[src/rtl/varredura_servo_if.sv]
// Sweep sequencer bus: enable, measurement
// handshake, position and status pulses.
interface varredura_servo_if;
  logic       ligar;
  logic       fim_medida;
  logic [2:0] posicao;
  logic       medir;
  logic       amostra;
  logic       erro_timeout;
  logic       fim_varredura;
  logic [2:0] db_estado;

  modport master (
    input  ligar,
    input  fim_medida,
    output posicao,
    output medir,
    output amostra,
    output erro_timeout,
    output fim_varredura,
    output db_estado
  );

  modport slave (
    output ligar,
    output fim_medida,
    input  posicao,
    input  medir,
    input  amostra,
    input  erro_timeout,
    input  fim_varredura,
    input  db_estado
  );
endinterface

[src/rtl/varredura_servo.sv]
// Ping-pong servo sweep: settle, trigger a
// measurement, wait for result or timeout, advance.
module varredura_servo #(
  parameter int T_ESPERA  = 25000000,
  parameter int T_TIMEOUT = 2500000
) (
  input logic clock,
  input logic reset,
  varredura_servo_if.master bus
);
  localparam int T_MAX =
    (T_ESPERA > T_TIMEOUT) ? T_ESPERA : T_TIMEOUT;
  localparam int CW =
    (T_MAX > 1) ? $clog2(T_MAX) : 1;
  localparam logic [CW-1:0] ESP_FIM =
    CW'(T_ESPERA - 1);
  localparam logic [CW-1:0] TOUT_FIM =
    CW'(T_TIMEOUT - 1);

  typedef enum logic [2:0] {
    IDLE      = 3'd0,
    SETTLE    = 3'd1,
    TRIGGER   = 3'd2,
    WAIT_MEAS = 3'd3,
    ADVANCE   = 3'd4
  } estado_t;

  estado_t       estado;
  logic [CW-1:0] cont;
  logic [2:0]    posicao;
  logic          desce;
  logic          medir;
  logic          amostra;
  logic          erro;
  logic          fim_var;
  logic          extremo;

  // endpoint: top going up or bottom going down
  assign extremo =
    (posicao == 3'd7 && !desce) ||
    (posicao == 3'd0 &&  desce);

  // sequencer with registered pulses and position
  always_ff @(posedge clock or negedge reset) begin
    if (!reset) begin
      estado  <= IDLE;
      cont    <= '0;
      posicao <= 3'd0;
      desce   <= 1'b0;
      medir   <= 1'b0;
      amostra <= 1'b0;
      erro    <= 1'b0;
      fim_var <= 1'b0;
    end else begin
      medir   <= 1'b0;
      amostra <= 1'b0;
      erro    <= 1'b0;
      fim_var <= 1'b0;
      case (estado)
        IDLE: begin
          cont <= '0;
          if (bus.ligar)
            estado <= SETTLE;
        end
        SETTLE: begin
          if (!bus.ligar) begin
            estado <= IDLE;
            cont   <= '0;
          end else if (cont == ESP_FIM) begin
            estado <= TRIGGER;
            cont   <= '0;
            medir  <= 1'b1;
          end else begin
            cont <= cont + 1'b1;
          end
        end
        TRIGGER: begin
          cont   <= '0;
          estado <= bus.ligar ? WAIT_MEAS : IDLE;
        end
        WAIT_MEAS: begin
          if (!bus.ligar) begin
            estado <= IDLE;
            cont   <= '0;
          end else if (bus.fim_medida) begin
            estado  <= ADVANCE;
            cont    <= '0;
            amostra <= 1'b1;
            fim_var <= extremo;
          end else if (cont == TOUT_FIM) begin
            estado  <= ADVANCE;
            cont    <= '0;
            erro    <= 1'b1;
            fim_var <= extremo;
          end else begin
            cont <= cont + 1'b1;
          end
        end
        ADVANCE: begin
          cont   <= '0;
          estado <= bus.ligar ? SETTLE : IDLE;
          if (extremo) begin
            desce   <= ~desce;
            posicao <= desce ? posicao + 3'd1
                             : posicao - 3'd1;
          end else begin
            posicao <= desce ? posicao - 3'd1
                             : posicao + 3'd1;
          end
        end
        default: begin
          estado <= IDLE;
          cont   <= '0;
        end
      endcase
    end
  end

  assign bus.posicao       = posicao;
  assign bus.medir         = medir;
  assign bus.amostra       = amostra;
  assign bus.erro_timeout  = erro;
  assign bus.fim_varredura = fim_var;
  assign bus.db_estado     = estado;
endmodule
[src/flat_wrapper.sv]
// flat-port wrapper written by rule: the top's interface ports become plain ports
module varredura_servo_flat 
#(
  parameter int T_ESPERA  = 25000000,
  parameter int T_TIMEOUT = 2500000
)
  (clock, reset, bus_ligar, bus_fim_medida, bus_posicao, bus_medir, bus_amostra, bus_erro_timeout, bus_fim_varredura, bus_db_estado);
  varredura_servo_if bus_i ();
  input logic clock;
  input logic reset;
  input wire logic [$bits(bus_i.ligar)-1:0] bus_ligar;
  input wire logic [$bits(bus_i.fim_medida)-1:0] bus_fim_medida;
  output wire logic [$bits(bus_i.posicao)-1:0] bus_posicao;
  output wire logic [$bits(bus_i.medir)-1:0] bus_medir;
  output wire logic [$bits(bus_i.amostra)-1:0] bus_amostra;
  output wire logic [$bits(bus_i.erro_timeout)-1:0] bus_erro_timeout;
  output wire logic [$bits(bus_i.fim_varredura)-1:0] bus_fim_varredura;
  output wire logic [$bits(bus_i.db_estado)-1:0] bus_db_estado;
  assign bus_i.ligar = bus_ligar;
  assign bus_i.fim_medida = bus_fim_medida;
  assign bus_posicao = bus_i.posicao;
  assign bus_medir = bus_i.medir;
  assign bus_amostra = bus_i.amostra;
  assign bus_erro_timeout = bus_i.erro_timeout;
  assign bus_fim_varredura = bus_i.fim_varredura;
  assign bus_db_estado = bus_i.db_estado;
  varredura_servo #(.T_ESPERA(T_ESPERA), .T_TIMEOUT(T_TIMEOUT)) u_core (.clock(clock), .reset(reset), .bus(bus_i));
endmodule
[config.mk]
export PLATFORM = sky130hd
export DESIGN_NAME = varredura_servo_flat
export DESIGN_NICKNAME = d
export VERILOG_FILES = /design/src/rtl/varredura_servo_if.sv /design/src/rtl/varredura_servo.sv /design/src/flat_wrapper.sv
export SDC_FILE = /design/constraint.sdc
export NUM_CORES = 1
export LEC_CHECK = 0
export BUFFER_PORTS_ARGS = -buffer_cell sky130_fd_sc_hd__buf_2
export CAP_MARGIN = 5
export CORE_ASPECT_RATIO = 1.25
export CORE_MARGIN = 4
export CORE_UTILIZATION = 41
export CTS_BUF_LIST = sky130_fd_sc_hd__clkbuf_16
export CTS_CLUSTER_DIAMETER = 120
export DETAILED_ROUTE_END_ITERATION = 10
export SLEW_MARGIN = 10
export SYNTH_ARGS = -nofsm -noshare
export SYNTH_HDL_FRONTEND = slang
export SYNTH_SLANG_ARGS = --single-unit
[constraint.sdc]
create_clock -name clock -period 2.85 [get_ports clock]
set_input_delay 0.285 -clock clock [delete_from_list [all_inputs] [get_ports clock]]
set_output_delay 0.285 -clock clock [all_outputs]
set_load 0.01 [all_outputs]
==> results.toml, run 1 <==
[global_route]
grt_remaining_overflow = 0
antenna_found_initial = 0
grt_usage_pct = 16.6
grt_pass1_vias = 1724
grt_max_degree = 37
grt_pass1_wl_mm = 8.13

[synthesis]
netlist_instances = 210
ys_seq_area_share_pct = 44.0
ys_async_sr_fraction_pct = 100
yosys_most_used_dff = "dfrtp_1"
synth_cell_types = 50
synthesis.area_um2 = 2050
synth-edff-count = 0
ys_warn_count = 0
ys_ff_latch = 36
syn_area_per_cell_um2 = 9.75
synth_nets = 219

[timing]
final-max-slew-violation-count = 0
min_period_over_period_pct = 79.7
tns_ns = 0
hold_viol_final = 0
fin_skew_ns = 0.00231
slew_headroom_pct = 45.1
worst_slew_pin_slew_ns = 0.817
max_freq_mhz = 440
finalSetupViolations = 0
hold_slack_ns = 0.0946
rsz0062_at_grt = "no"
fin_crit_ns = 2.27

[placement]
port_buffers = 13
gp_congestion = 0.816
placedCellCount = 276
hpwlAfterDp_mm = 3.25

[finish]
layout_common_cells = "dfrtp_1, a21oi_1, buf_2"
final_common_cell = "dfrtp_1"
seq_area_um2 = 901
fin_cells = 284
final_layout_size_suffix_gt1_share_pct = 13.8
antenna_cells = 0
multiInputGateArea_um2 = 1060
syn_to_final_growth_pct = 13.1
final_nets = 232
fillers = 454

[drt]
post_drt_via_cell_ratio = 6.01
drc = 0
wire_per_inst_um = 16.2
wirelength_mm = 4.60
ant_nets = 0
drt_first_pass_iters = 4
drt_iter0_drc = 99
met2_length_mm = 2.38
routed.top_layer = "met4"
wl_met3_um = 194
wl_met1_mm = 1.97
via_count = 1706

[die]
ios = 14
core_area_um2 = 4800
start_util_pct = 42.7
fp.dieW_um = 71.2
die_h_um = 87.0
die_area_um2 = 6200
rows = 28

[clock_tree]
cts.clk_slew.worst_paths_ns = 0.05
cts_resized = 0
clockBufferDepth = 2
cts.htree.levels = 2
post_cts_buffers = 0
clock_latency_ns = 0.27
cts_root_buf = "clkbuf_16"
clock_sinks = 36
tritoncts.num_buffers = 5
cts.hold.buffers_added = 0
cts_tree = "done"

[setup_path]
reg2reg_depth = 5
critPathCaptureType = "register"
critPathKind = "register to register"
path_depth = 5
worstPathArrival_ns = 2.41
crit_slowest_cell = "or4b_4"
cp_cell_sequence = "or4b_4 -> nor4_1 -> buf_4 -> a211o_2 -> a22oi_1"
worstSetupStartpointType = "register"
path_max_fanout = 25
crit_family = "simple AND/OR/NAND/NOR gates"
cp.required_ns = 2.98
cp_num_buf_inv = 1
max_stage_delay_ns = 0.55

[pwr]
irDropWorstVdd_mv = 0.262
leakage_nw = 0.914
powerDensity_nw_per_um2 = 492

[status]
status = "complete, no violations"

[run]
drv_cap = 0

[worst_hold_path]
worstHoldPathType = "input pin to async pin"
## power by group
| part | internal (mW) | total, mW | switching [mW] |
|---|---|---|---|
| sequential | 0.514 | 0.516 | 0.00205 |
| clock | 0.406 | 0.596 | 0.191 |
| combinational | 0.00637 | 0.0271 | 0.0208 |
| total | 0.926 | 1.14 | 0.213 |
## worst paths after layout
kind,from,to,slack [ns]
max in group asynchronous,reset,u_core.cont[12],2.24
min in group clock,bus_fim_medida,u_core.bus.erro_timeout,0.25
max reg2reg,u_core.cont[6],u_core.cont[15],0.58
min,reset,u_core.desce,0.09
min reg2reg,u_core.cont[0],u_core.cont[0],0.45
max,u_core.cont[6],u_core.cont[15],0.58
## registers in the layout, summed over array words and instances (netlist names)
name,flops
u_core.bus.amostra,1
u_core.bus.db_estado,3
u_core.bus.erro_timeout,1
u_core.bus.fim_varredura,1
u_core.bus.medir,1
u_core.bus.posicao,3
u_core.cont,25
u_core.desce,1
## metrics by stage
| stage | cell area, µm² | power, mW | util (%) | setup WS (ns) |
|---|---|---|---|---|
| floorplan | 2050 | 0.537 | - | 0.777 |
| global placement | 2150 | 0.552 | 44.9 | 0.615 |
| detailed placement | 2150 | 0.553 | 44.9 | 0.575 |
| CTS | 2320 | 1.15 | 48.3 | 0.565 |
| global route | 2320 | 1.19 | 48.3 | 0.400 |
| finish | 2320 | 1.14 | 48.3 | 0.578 |
## routing by layer
layer  up-vias  global-route usage, %
met3         4                   3.81
met4         0                   6.15
li1        831                      -
met1       837                   19.4
met5         -                      0
met2        34                   29.3
## synth_stat cells (all sizes together) (2+ instances only)
cell,number,area (µm²)
dfrtp,36,901
a21oi,20,100
a22oi,11,82.6
nor4,11,68.8
nand2,10,37.5
nand4,10,62.6
inv,9,33.8
o21ai,9,56.3
xnor2,9,78.8
or3,8,50.1
nand3,7,35.0
nor2,6,22.5
clkbuf,5,18.8
ha,5,62.6
nor3,5,25.0
or4,5,41.3
xor2,5,43.8
buf,4,31.3
and3,3,18.8
and4,3,28.8
nand3b,3,22.5
a211o,2,18.8
and2,2,13.8
nand4b,2,17.5
o31ai,2,15.0
or2,2,12.5
or4b,2,23.8
## layout make-up
class,count,share of cell area [%]
multi-input combinational,156,45.9
sequential,36,38.9
clock buffer,5,5.40
timing repair buffer,15,3.46
tap,60,3.24
clock inverter,3,1.62
inverter,9,1.46
## kinds of logic (layout without fill, tap and decap cells)
group                    count (synthesis)  count (layout)  share of synthesized area, %
XOR/XNOR                                14              14                          5.99
AND/OR/NAND/NOR                         82              82                          24.9
adder cells (fa/ha/maj)                  5               5                          3.05
multiplexers                             1               1                         0.489
buffers and inverters                   18              32                          4.09
AO/OA/AOI/OAI                           54              54                          17.5
flip-flops                              36              36                          44.0
No activity file was read; power rests on OpenSTA's default activity.
==> run 2: changes to the inputs <==
--- a/config.mk
+++ b/config.mk
@@ -5,6 +5,7 @@
 export SDC_FILE = /design/constraint.sdc
 export NUM_CORES = 1
 export LEC_CHECK = 0
+export ABC_AREA = 1
 export BUFFER_PORTS_ARGS = -buffer_cell sky130_fd_sc_hd__buf_2
 export CAP_MARGIN = 5
 export CORE_ASPECT_RATIO = 1.25
==> constraint.sdc (replaced) <==
create_clock -name clock -period 2.2 [get_ports clock]
set_input_delay 0.22 -clock clock [delete_from_list [all_inputs] [get_ports clock]]
set_output_delay 0.22 -clock clock [all_outputs]
set_load 0.01 [all_outputs]
==> results.toml, run 2 <==
[timing]
min_period_over_period_pct = 82.9
tns_ns = 0
hold_viol_final = 0
max_freq_mhz = 548
hold_slack_ns = 0.0301
finalSetupViolations = 0
rsz0062_at_grt = "no"
fin_skew_ns = 0.00564
worst_slew_pin_slew_ns = 0.804
fin_crit_ns = 1.82
final-max-slew-violation-count = 0
slew_headroom_pct = 46.4

[setup_path]
r2r_end = "u_core.cont[24]"
cp-endpoint = "u_core.cont[24]"
reg2reg_from = "u_core.cont[0]"
critical_path.startpoint = "u_core.cont[0]"
reg2reg_depth = 10
worstPathArrival_ns = 1.98
cp.required_ns = 2.35
critPathCaptureType = "register"
critPathKind = "register to register"
path_max_fanout = 20
reg2reg_slack_ns = 0.38
worstSetupStartpointType = "register"

[drt]
drc = 0
wire_per_inst_um = 11.9
drt_iter0_drc = 91
via_count = 1776
ant_nets = 0
post_drt_via_cell_ratio = 4.75
wirelength_mm = 4.46
drt_first_pass_iters = 4

[synthesis]
ys_async_sr_fraction_pct = 100
ys_seq_area_share_pct = 42.2
ys_warn_count = 0
synth-edff-count = 0
netlist_instances = 294
yosys.area.top_type = "dfrtp_1"
synth_cell_types = 26
yosys-mux-area-fraction_pct = 0
yosys_most_used_dff = "dfrtp_1"
synth_xor_area_share_pct = 5.33
syn_area_per_cell_um2 = 7.26
ys_ff_latch = 36
synth_top_family_by_area = "simple AND/OR/NAND/NOR gates"
synth_compound_area_share_pct = 4.34
synth_adder_area_share_pct = 2.93
synth_top_area_share_pct = 42.2
synth_common_cells = "nand2_1, nor2_1, inv_1"
synthTopCellsByArea = "dfrtp_1, nand2_1, nor2_1"
yosysMostFrequentCell = "nand2_1"
synthesis.area_um2 = 2130
synthSimpleGateAreaFrac_pct = 36.0
synth_nets = 303

[finish]
syn_to_final_growth_pct = 13.1
final_nets = 320
regMostFlops = "u_core.cont"
fin_cells = 374
final_common_cell = "nand2_1"
antenna_cells = 0
layout_common_cells = "nand2_1, nor2_1, inv_1"
fillers = 515
largest_reg_flops = 25
finish.utilization_pct = 47.9
final_layout_size_suffix_gt1_share_pct = 9.94

[pwr]
leakage_nw = 1.14
irDropWorstVdd_mv = 0.476
total_power_mw = 1.89
powerDensity_nw_per_um2 = 785

[worst_hold_path]
worstHoldPathType = "input pin to async pin"

[run]
drv_cap = 0

[die]
die_area_um2 = 6430
fp.dieW_um = 72.5
ios = 14
core_area_um2 = 5040
die_h_um = 88.7
start_util_pct = 42.3
rows = 29

[placement]
gp_congestion = 0.870
placedCellCount = 366
port_buffers = 13
hpwlAfterDp_mm = 3.33

[global_route]
antenna_found_initial = 0
grt_pass1_vias = 1789
grt_remaining_overflow = 0
grt_pass1_wl_mm = 8.06
grt_max_degree = 37
grt_usage_pct = 16.2

[clock_tree]
cts_root_buf = "clkbuf_16"
clockBufferDepth = 2
cts.hold.buffers_added = 0
cts.clk_slew.worst_paths_ns = 0.06
cts_resized = 0
tritoncts.num_buffers = 5
clock_sinks = 36
post_cts_buffers = 0
cts_tree = "done"
cts.htree.levels = 2
clock_latency_ns = 0.28

[status]
status = "complete, no violations"
==> run 2: cell types whose count changed after synthesis, moves of 8 or more <==
| cell | previous run | this run |
|---|---|---|
| a22oi_1 | 11 | 0 |
| inv_1 | 9 | 44 |
| a21oi_1 | 20 | 0 |
| or3_1 | 8 | 0 |
| nor2_1 | 6 | 64 |
| nor4_1 | 11 | 2 |
| nand2_1 | 10 | 74 |
==> run 2: layout make-up <==
cell class / instances / area [µm²] / area share (%)
clock buffers: 5 / 125 / 5.18
clock inverters: 3 / 38.8 / 1.61
inverters: 45 / 169 / 7.00
multi-input cells: 210 / 1040 / 43.0
flip-flops and latches: 36 / 901 / 37.3
well taps: 62 / 77.6 / 3.21
repair buffers: 13 / 65.1 / 2.70
==> run 2: worst min-delay path by stage <==
stage / end / slack [ns] / cells after the start
6_report: u_core.cont[11] / 0.03 / 1
5_1_grt: u_core.cont[11] / 0.1 / 1
4_1_cts: u_core.cont[11] / 0.06 / 1
3_5_place_dp: u_core.cont[11] / 0.36 / 1
3_3_place_gp: u_core.cont[10] / 0.36 / 1
2_1_floorplan: u_core.bus.amostra / -0.08 / 0
==> run 2: kinds of logic (layout without fill, tap and decap cells) <==
family / Yosys count / after routing
DFF: 36 / 36
buffers and inverters: 48 / 66
AOI/OAI and AO/OA: 16 / 16
xor gates and xnor gates: 13 / 13
adders and majority gates: 5 / 5
and+or+nand+nor: 176 / 176
==> run 2: critical path, stage by stage, from the launching register on <==
cell,delay [ns]
dfrtp_1,0.37
ha_1,0.27
inv_1,0.10
nor2_4,0.14
nand2_1,0.07
nor2_1,0.11
nand2_1,0.07
nand2_2,0.08
nand2_4,0.08
inv_2,0.30
nor2_1,0.09
==> run 2: report_power, final <==
group          internal, mW  leakage (nW)  switching [mW]  total [mW]
Combinational         0.119         0.560           0.227       0.345
Sequential            0.709         0.498          0.0485       0.757
Clock                 0.528        0.0850           0.263       0.791
Total                  1.36          1.14           0.538        1.89
==> run 2: routing by layer <==
| metal | global-route usage [%] | wire length [µm] | vias up |
|---|---|---|---|
| li1 | - | - | 938 |
| met1 | 19.7 | 2070 | 800 |
| met2 | 26.5 | 2110 | 27 |
| met3 | 3.86 | 152 | 11 |
| met4 | 8.39 | 126 | 0 |
| met5 | 0 | 0 | - |
==> run 2: metrics by stage <==
step,cell area (µm²),worst slack (ns)
floorplan,2130,0.700
global placement,2250,0.379
detailed placement,2250,0.328
CTS,2410,0.329
global route,2410,0.0871
finish,2410,0.376
==> run 3: changes to the inputs <==
--- a/config.mk
+++ b/config.mk
@@ -5,7 +5,7 @@
 export SDC_FILE = /design/constraint.sdc
 export NUM_CORES = 1
 export LEC_CHECK = 0
-export ABC_AREA = 1
+export ABC_AREA = 0
 export BUFFER_PORTS_ARGS = -buffer_cell sky130_fd_sc_hd__buf_2
 export CAP_MARGIN = 5
 export CORE_ASPECT_RATIO = 1.25
==> constraint.sdc (replaced) <==
create_clock -name clock -period 1.7 [get_ports clock]
set_input_delay 0.17 -clock clock [delete_from_list [all_inputs] [get_ports clock]]
set_output_delay 0.17 -clock clock [all_outputs]
set_load 0.01 [all_outputs]
==> results.toml, run 3 (same netlist as run 1, synthesis figures left out) <==
[finish]
syn_to_final_growth_pct = 40.9
final_nets = 289
layout_common_cells = "buf_4, dfrtp_1, a21oi_1, buf_2"
fillers = 414
final_layout_size_suffix_gt1_share_pct = 38.2
final_common_cell = "buf_4"
antenna_cells = 0
stdcell_area_um2 = 2890
finish.utilization_pct = 60.1
largest_reg_flops = 25
regMostFlops = "u_core.cont"

[timing]
fin_ws_ns = -0.369
hold_viol_final = 0
worst_slew_pin_slew_ns = 0.468
max_freq_mhz = 483
fin_crit_ns = 2.07
tns_ns = -9.30
final-max-slew-violation-count = 0
rsz0062_at_grt = "yes"
min_period_over_period_pct = 122
slew_headroom_pct = 68.8
finalSetupViolations = 31
fin_skew_ns = 0.00295

[die]
rows = 28
core_area_um2 = 4800
die_area_um2 = 6200
die_h_um = 87.0
start_util_pct = 42.7
ios = 14
fp.dieW_um = 71.2

[pwr]
switching_share_pct = 20.6
clkPwrFrac_pct = 47.4
switching_power_uw = 365
seqPwrFrac_pct = 48.7
p_comb_share_pct = 3.9
p_int_mw = 1.41
total_power_mw = 1.77
irDropWorstVdd_mv = 0.416
leakage_nw = 1.20
powerDensity_nw_per_um2 = 615

[setup_path]
cp.required_ns = 1.84
reg2reg_slack_ns = -0.37
critPathKind = "register to register"
worstPathArrival_ns = 2.21
path_max_fanout = 8
critPathCaptureType = "register"
worstSetupStartpointType = "register"
crit_slowest_cell = "or4b_4"
r2r_end = "u_core.cont[21]"
cp_num_buf_inv = 1
max_stage_delay_ns = 0.54
reg2reg_depth = 5
reg2reg_from = "u_core.cont[9]"
cp_cell_sequence = "or4b_4 -> or4_4 -> o21ai_4 -> buf_6 -> a22oi_2"
crit_family = "simple AND/OR/NAND/NOR gates"

[placement]
gp_congestion = 0.880
hpwlAfterDp_mm = 4.14
dpl_cell_area_um2 = 2590
port_buffers = 13

[global_route]
grt_remaining_overflow = 0
grt_pass1_wl_mm = 9.25
antenna_found_initial = 0
grt_pass1_vias = 1885
grt_usage_pct = 19.0
grt_max_degree = 20

[worst_hold_path]
hp-start = "bus_ligar"
hold_end = "u_core.bus.db_estado[0]"
whs_path_depth = 2
worstHoldPathType = "input pin to register"

[drt]
drc = 0
wire_per_inst_um = 16.1
via_count = 1950
drt_iter0_drc = 102
drt_first_pass_iters = 4
wirelength_mm = 5.49
ant_nets = 0
post_drt_via_cell_ratio = 5.74

[clock_tree]
clockBufferDepth = 2
cts_root_buf = "clkbuf_16"
cts.clk_slew.worst_paths_ns = 0.05
tritoncts.num_buffers = 5
clock_latency_ns = 0.28
cts.htree.levels = 2
clock_sinks = 36
cts_tree = "done"

[run]
drv_cap = 0

[status]
violations = "negative setup slack"
status = "finished with violations"
run 3: repair_timing:
| action | in CTS | in global routing |
|---|---|---|
| setup endpoints to repair | 31 | 31 |
| hold buffers | 1 | 0 |
| hold endpoints to repair | 18 | 0 |
| pin swaps | 5 | 3 |
| buffers inserted | 2 | 1 |
| resized for setup | 17 | 11 |
run 3: metal layers:
metal  wire length [µm]  vias to the layer above  part of all wire [%]  global-route usage (%)
li1                   -                      942                     -                       -
met4                172                        0                   3.1                    8.21
met1               2420                      951                    44                    23.9
met3                200                       15                   3.6                    3.58
met2               2700                       42                    49                    31.6
met5                  0                        -                     0                       0
run 3: power groups by stage:
stage | clock network (mW) | registers, mW | logic (mW)
5_1_grt | 0.895 | 0.864 | 0.0779
3_5_place_dp | 0 | 0.879 | 0.0598
2_1_floorplan | 0 | 0.880 | 0.0199
4_1_cts | 0.861 | 0.864 | 0.0673
3_3_place_gp | 0 | 0.879 | 0.0589
6_report | 0.842 | 0.865 | 0.0685
run 3: layout make-up:
cell class | count | area [µm²] | area share, %
clock buffer | 5 | 125 | 4.33
tap | 60 | 75.1 | 2.60
timing repair buffer | 72 | 563 | 19.5
sequential | 36 | 901 | 31.2
inverter | 9 | 33.8 | 1.17
clock inverter | 2 | 7.51 | 0.260
multi-input combinational | 156 | 1180 | 40.9
run 3: worst max-delay path by stage:
| stage | startpoint | to | cells after the start |
|---|---|---|---|
| finish | u_core.cont[9] | u_core.cont[21] | 5 |
| global route | u_core.cont[9] | u_core.cont[23] | 5 |
| CTS | u_core.cont[9] | u_core.cont[23] | 5 |
| detailed placement | u_core.cont[9] | u_core.cont[23] | 7 |
| global placement | u_core.cont[9] | u_core.cont[23] | 7 |
| floorplan | u_core.cont[9] | u_core.cont[0] | 5 |
run 3: worst register-to-register path, cell delays in order (launching register included):
cell and delay, ns:
dfrtp_1 0.38, or4b_4 0.54, or4_4 0.54, o21ai_4 0.20
buf_6 0.19, a22oi_2 0.09
run 3: stage by stage:
step | cells | setup slack (ns) | hold slack, ns
3_5_place_dp | 329 | -0.411 | 0.146
2_1_floorplan | 210 | -0.350 | -0.126
3_3_place_gp | 329 | -0.382 | 0.148
5_1_grt | 340 | -0.418 | 0.145
6_report | 340 | -0.369 | 0.141
4_1_cts | 339 | -0.340 | 0.138
